<file path="config.mk">
export PLATFORM = sky130hd
export DESIGN_NAME = booth_mult8_issue_ctrl
export DESIGN_NICKNAME = d
export VERILOG_FILES = /design/src/rtl/booth_mult8_issue_ctrl.sv
export SDC_FILE = /design/constraint.sdc
export NUM_CORES = 1
export LEC_CHECK = 0
export ABC_AREA = 0
export CORE_MARGIN = 5
export CORE_UTILIZATION = 50
export DETAILED_ROUTE_END_ITERATION = 10
export DONT_BUFFER_PORTS = 1
export GPL_TIMING_DRIVEN = 0
export PLACE_DENSITY = 0.68
export SLEW_MARGIN = 10
export SYNTH_ARGS = -nofsm -noshare
export SYNTH_HDL_FRONTEND = slang
export SYNTH_SLANG_ARGS = --single-unit
</file>
<file path="constraint.sdc">
create_clock -name clk -period 1.7 [get_ports clk]
set_input_delay 0 -clock clk [delete_from_list [all_inputs] [get_ports clk]]
set_output_delay 0 -clock clk [all_outputs]
set_load 0.005 [all_outputs]
</file>
<file path="src/rtl/booth_mult8_issue_ctrl.sv">
// Issue/collect controller for the pipelined Booth multiplier core: one operation in flight, tag carried through.
// Optional core_done watchdog enabled by defining BOOTH_ISSUE_TIMEOUT_EN.
module booth_mult8_issue_ctrl #(
    parameter int WIDTH       = 8,
    parameter int TAG_W       = 4,
    parameter int TIMEOUT_CYC = 32
) (
    input  logic                 clk,
    input  logic                 rst,
    input  logic                 in_valid,
    output logic                 in_ready,
    input  logic [WIDTH-1:0]     in_mcand,
    input  logic [WIDTH-1:0]     in_mplier,
    input  logic [1:0]           in_sign_mode,
    input  logic [TAG_W-1:0]     in_tag,
    output logic                 core_start,
    output logic [WIDTH-1:0]     core_multiplicand,
    output logic [WIDTH-1:0]     core_multiplier,
    output logic [1:0]           core_sign_mode,
    input  logic [2*WIDTH-1:0]   core_product,
    input  logic                 core_done,
    output logic                 out_valid,
    input  logic                 out_ready,
    output logic [2*WIDTH-1:0]   out_product,
    output logic [TAG_W-1:0]     out_tag,
    output logic                 out_err
);

    typedef enum logic [1:0] {
        S_IDLE,
        S_ISSUE,
        S_WAIT,
        S_HOLD
    } state_t;

    state_t state;
    logic   accept;

    // HOLD forwards out_ready so a retiring result and a new request share one edge.
    assign in_ready = (state == S_IDLE) || ((state == S_HOLD) && out_ready);
    assign accept   = in_valid && in_ready;

`ifdef BOOTH_ISSUE_TIMEOUT_EN
    localparam int CNT_W = $clog2(TIMEOUT_CYC + 1);
    localparam logic [CNT_W-1:0] CNT_LAST = CNT_W'(TIMEOUT_CYC - 1);
    logic [CNT_W-1:0] wait_cnt;
`else
    logic unused_timeout_cyc;
    assign unused_timeout_cyc = |TIMEOUT_CYC;
    assign out_err = 1'b0;
`endif

    always_ff @(posedge clk) begin
        if (rst) begin
            state             <= S_IDLE;
            core_start        <= 1'b0;
            core_multiplicand <= '0;
            core_multiplier   <= '0;
            core_sign_mode    <= '0;
            out_valid         <= 1'b0;
            out_product       <= '0;
            out_tag           <= '0;
`ifdef BOOTH_ISSUE_TIMEOUT_EN
            out_err           <= 1'b0;
            wait_cnt          <= '0;
`endif
        end else begin
            core_start <= 1'b0;
            unique case (state)
                S_IDLE: begin
                    if (accept) state <= S_ISSUE;
                end
                S_ISSUE: begin
                    state <= S_WAIT;
`ifdef BOOTH_ISSUE_TIMEOUT_EN
                    wait_cnt <= '0;
`endif
                end
                S_WAIT: begin
                    if (core_done) begin
                        out_product <= core_product;
                        out_valid   <= 1'b1;
                        state       <= S_HOLD;
                    end
`ifdef BOOTH_ISSUE_TIMEOUT_EN
                    else if (wait_cnt == CNT_LAST) begin
                        out_product <= '0;
                        out_valid   <= 1'b1;
                        out_err     <= 1'b1;
                        state       <= S_HOLD;
                    end else begin
                        wait_cnt <= wait_cnt + 1'b1;
                    end
`endif
                end
                S_HOLD: begin
                    if (out_ready) begin
                        out_valid <= 1'b0;
`ifdef BOOTH_ISSUE_TIMEOUT_EN
                        out_err   <= 1'b0;
`endif
                        state     <= in_valid ? S_ISSUE : S_IDLE;
                    end
                end
                default: state <= S_IDLE;
            endcase

            if (accept) begin
                core_multiplicand <= in_mcand;
                core_multiplier   <= in_mplier;
                core_sign_mode    <= in_sign_mode;
                out_tag           <= in_tag;
                core_start        <= 1'b1;
            end
        end
    end

endmodule

</file>
# --- Yosys cells after proc, flatten, opt, wreduce, memory -nomap -nowiden ---
# Index checks and enable logic that the tools add are counted.
op_classes:
  reduce_logical: 8
  n_eq_ne: 6
  mux: 9
ops:
  columns: ["op", "n"]
  rows:
  - ["case mux 2 bit (4 select lines)", 1]
  - ["2-to-1 mux 2 bit", 3]
  - ["!= test 2 bit, second input constant", 3]
  - ["AND reduction 3 bit", 2]
  - ["equality test 2 bit, second input constant", 2]
  - ["2-to-1 mux 1 bit", 4]
  - ["equality test 2 x 1 -> 1 bit, second input constant", 1]
  - ["logical AND 1 bit", 2]
  - ["zero test 2 bit", 1]
  - ["case mux 1 bit (2 select lines)", 1]
  - ["AND reduction 2 bit", 1]
  - ["nonzero test 2 bit", 1]
  - ["logical OR 1 bit", 1]
totals:
  out_inout_bits: 42
  regBits: 42
  wordCells: 31

# --- Depth between registers and ports, before layout ---
logic_depth:
  word_depth: 6
  depth_mapped: 7
  mapped_depth_nobuf: 6

# --- Least setup slack after synthesis ---
# OpenSTA, ideal clock, no wires.
synth_timing:
  kind: "register to register"
  startpoint: "register state[0]"
  endpoint: "register state[0]"
  path_slack_ns: 0.083
  setup_time_ns: 0.086
  stages_incl_launch_ff: 6
  arrival_time_ns: 1.531
  n_path_buf: 0
  path_cell_list: "dfxtp_1 > inv_1 > ha_1 > nor2b_1 > or4_4 > a221oi_2"
synth_via:
  elab_chain_cells: 6
  elab_cells_between_ends: 12
synth_lines:
  columns: ["element", "line", "source"]
  rows:
  - ["start, declared", "36", "state_t state;"]
  - ["start signal, assigned", "102", "state <= in_valid ? S_ISSUE : S_IDLE;"]
  - ["equality test 2 bit", "40, 69", null]
  - ["logical AND 1 bit", "40", "assign in_ready = (state == S_IDLE) || ((state == S_HOLD) && out_ready);"]
  - ["logical OR 1 bit", "40", null]
  - ["logical AND 1 bit", "41", "assign accept = in_valid && in_ready;"]
  - ["!= test 2 bit (no line)", null, null]
  - ["AND reduction 3 bit (no line)", null, null]
# Several ways; a longest one is shown, not always the timed one.
# A chain may end at the register's enable or synchronous reset.

# --- Final worst setup path ---
layout_timing:
  startpoint: "register state[1]"
  endpoint: "register state[0]"
# Same word-level chain as after synthesis.

==> reports/qor.csv <==
stage,metric,value,unit
detailed_routing,drt_iter0_markers,100,
die,initial_utilization,53.3,%
cells_and_area,synthToLayoutAreaGrowth,33.8,%
place,io_buffers,0,
cells_and_area,drive_above_1_share,9.96,%
cts,cts_tree,built,
worst_setup_path,critPathKind,flip-flop to flip-flop,
timing,hold_viol,0,
worst_hold_path,hold_class,input port to flip-flop,
timing,max_freq,609,MHz
worst_setup_path,cp.required,1970,ps
place,dpl.hpwl,3180,um
timing,setup_tns,0,ps
synth,ys_seq_area_share,50.8,%
synth,synth.distinct_cells,23,
cts,htreeDepth,2,
detailed_routing,drc,0,
run_status,status,completed,
cells_and_area,nNetsFinal,298,
detailed_routing,wl,4650,um
synth,synthTopCellsByArea,"dfxtp_1 (51%), a21oi_1 (12%), nand2_1 (7.5%)",
die,placementRows,20,
synth,syn-instance-count,203,
detailed_routing,avgViaCountPerCell,5.32,
cts,clkTransAtPathRegs,120,ps
timing,finalSetupViolCount,0,
cts,post-cts-setup-buffer-count,0,
global_routing,grt_start_max_net_pins,14,
worst_setup_path,critPathMaxFanout,6,
synth,yosys_warnings,0,
job,drv_cap,0,
timing,finalCritPeriodShare,96.6,%
cts,cts.path.max_buffers,2,
global_routing,overflow,0,
timing,rsz0062_at_grt,no,
worst_hold_path,hold_end,state[0]$_SDFFE_PP0P_,
synth,yosys.area.top_type,dfxtp_1,
detailed_routing,drtPass1Iterations,4,
power,ir_worst_vdd,0.000757,V
worst_setup_path,reg2reg_to,state[0]$_SDFFE_PP0P_,
worst_setup_path,reg2reg_from,state[1]$_SDFFE_PP0P_,
synth,synthesis.nets,251,
power,power_density,1260,nW/um2
die,die_y,67.5,um
synth,syn_avg_cell_area,8.15,um2
worst_hold_path,min_from,core_done,
synth,netlist.area_leader.share,50.8,%
worst_setup_path,worst_ep_arrival_time,1910,ps
synth,yosys_register_bits,42,
worst_hold_path,hold_depth,3,
cts,cts_sinks,42,
detailed_routing,drt-wirelength-per-cell,15.8,um
global_routing,grt_pass1_vias,1572,
cells_and_area,antenna_cells,0,
cells_and_area,nFillCells,249,
cts,clk_root_buffer_cell,clkbuf_4,
power,p_leak,0.798,nW
detailed_routing,ant_nets,0,
cts,numCtsBuffers,5,
timing,drv_slew,0,
detailed_routing,via_count,1568,
synth,netlist_area,1660,um2
worst_setup_path,r2r_setup_slack,60,ps
place,routabilityCongestion,0.687,
die,die_area,4560,um2
worst_setup_path,critical_path.endpoint_type,flip-flop,
global_routing,antenna_found_initial,0,
timing,skew,1.48,ps
die,fp.dieW,67.5,um
die,core,3100,um2
die,pin_count,85,
worst_setup_path,ff2ff_path_depth,5,
global_routing,track_usage,21.5,%
worst_setup_path,critPathLaunchType,flip-flop,
cts,clock_latency,350,ps
timing,period_needed,1640,ps
power,finalPower,2.80,mW
global_routing,grt_pass1_wl,7280,um
==> power breakdown <==
group / leakage, nW / internal, mW / switching [mW]
clock network: 0.0343 / 0.199 / 0.313
logic: 0.420 / 0.388 / 0.575
registers: 0.344 / 1.17 / 0.150
total: 0.798 / 1.76 / 1.04
==> critical path, stage by stage, from the launching register on <==
cell      delay (ps)
dfxtp_4          400
inv_1             70
ha_1             220
nor2b_1          180
or4_4            490
a221oi_2         210
==> registers in the layout, summed over array words and instances, names as in the netlist <==
| register | count |
|---|---|
| out_tag | 4 |
| core_multiplicand | 8 |
| out_valid | 1 |
| out_product | 16 |
| core_sign_mode | 2 |
| state | 2 |
| core_multiplier | 8 |
| core_start | 1 |
==> stage by stage <==
stage	std cells	util, %	setup slack (ps)	hold slack [ps]	cell area (um2)
after CTS	297	71.2	30.5	9.05	2210
after floorplan	203	-	82.6	136	1660
after detailed placement	247	55.1	-150	143	1710
after global routing	295	71.4	5.01	5.19	2210
after global placement	247	55.1	-48.4	139	1710
final	295	71.4	57.6	15.7	2210
==> timing repair <==
action,in CTS,in global routing
hold buffers,42,0
endpoints found under the setup margin,21,30
gates resized for setup,7,6
pin swaps,0,0
hold endpoints to repair,39,0
==> kinds of logic after synthesis <==
logic type	Yosys count	synth area share, %
fa+ha+maj	5	3.78
other cells	1	0.227
flops	42	50.8
simple gates	66	18.4
buf+inv	22	5.44
compound gates	67	21.3
==> cells in the mapped netlist, drive strengths merged <==
cell and n:
dfxtp 42, a21oi 41, nand2 33, nand3 22, o21ai 22, clkbuf 14, ha 5, buf 4
inv 4, nor2b 3, nor2 2, nor3 2, o31ai 2, or4 2, a211oi 1, a221oi 1
and2 1, conb 1, or4b 1
==> per-layer routing <==
metal,share of wire [%],up-vias,GRT usage [%]
met4,1.2,0,6.58
met5,0,-,0
met1,37,704,23.4
met2,52,66,38.6
met3,10,6,7.49
li1,-,792,-
==> area by class of cell <==
class	count	area, um2	area share (%)
inverter	4	15.0	0.678
timing repair buffer	42	420	19.0
buffer	16	73.8	3.33
tap	44	55.1	2.49
clock inverter	2	12.5	0.565
clock buffer	6	51.3	2.32
multi-input combinational	139	741	33.4
sequential	42	846	38.2
==> placed cells by master (no fill, tap or decap), types with 2 or more instances in the layout <==
cell type and count:
ha_1 4, clkbuf_2 3, nor2_1 2, buf_2 2
clkbuf_1 9, dfxtp_1 40, nand3_1 22, o21ai_0 18
nand2_1 33, clkbuf_4 6, a21oi_1 40, o31ai_1 2
dlygate4sd3_1 42, nor2b_1 2, nor3_1 2, o21ai_1 4
inv_2 3
==> how the worst max path moves through the flow <==
| stage | from | endpoint |
|---|---|---|
| global placement | state[0]$_SDFFE_PP0P_ | out_tag[0]$_SDFFE_PP0P_ |
| global route | state[1]$_SDFFE_PP0P_ | state[0]$_SDFFE_PP0P_ |
| detailed placement | state[1]$_SDFFE_PP0P_ | out_tag[2]$_SDFFE_PP0P_ |
| finish | state[1]$_SDFFE_PP0P_ | state[0]$_SDFFE_PP0P_ |
| floorplan | state[0]$_SDFFE_PP0P_ | state[0]$_SDFFE_PP0P_ |
| CTS | state[0]$_SDFFE_PP0P_ | state[0]$_SDFFE_PP0P_ |
Power figures use the tool's default switching activity.
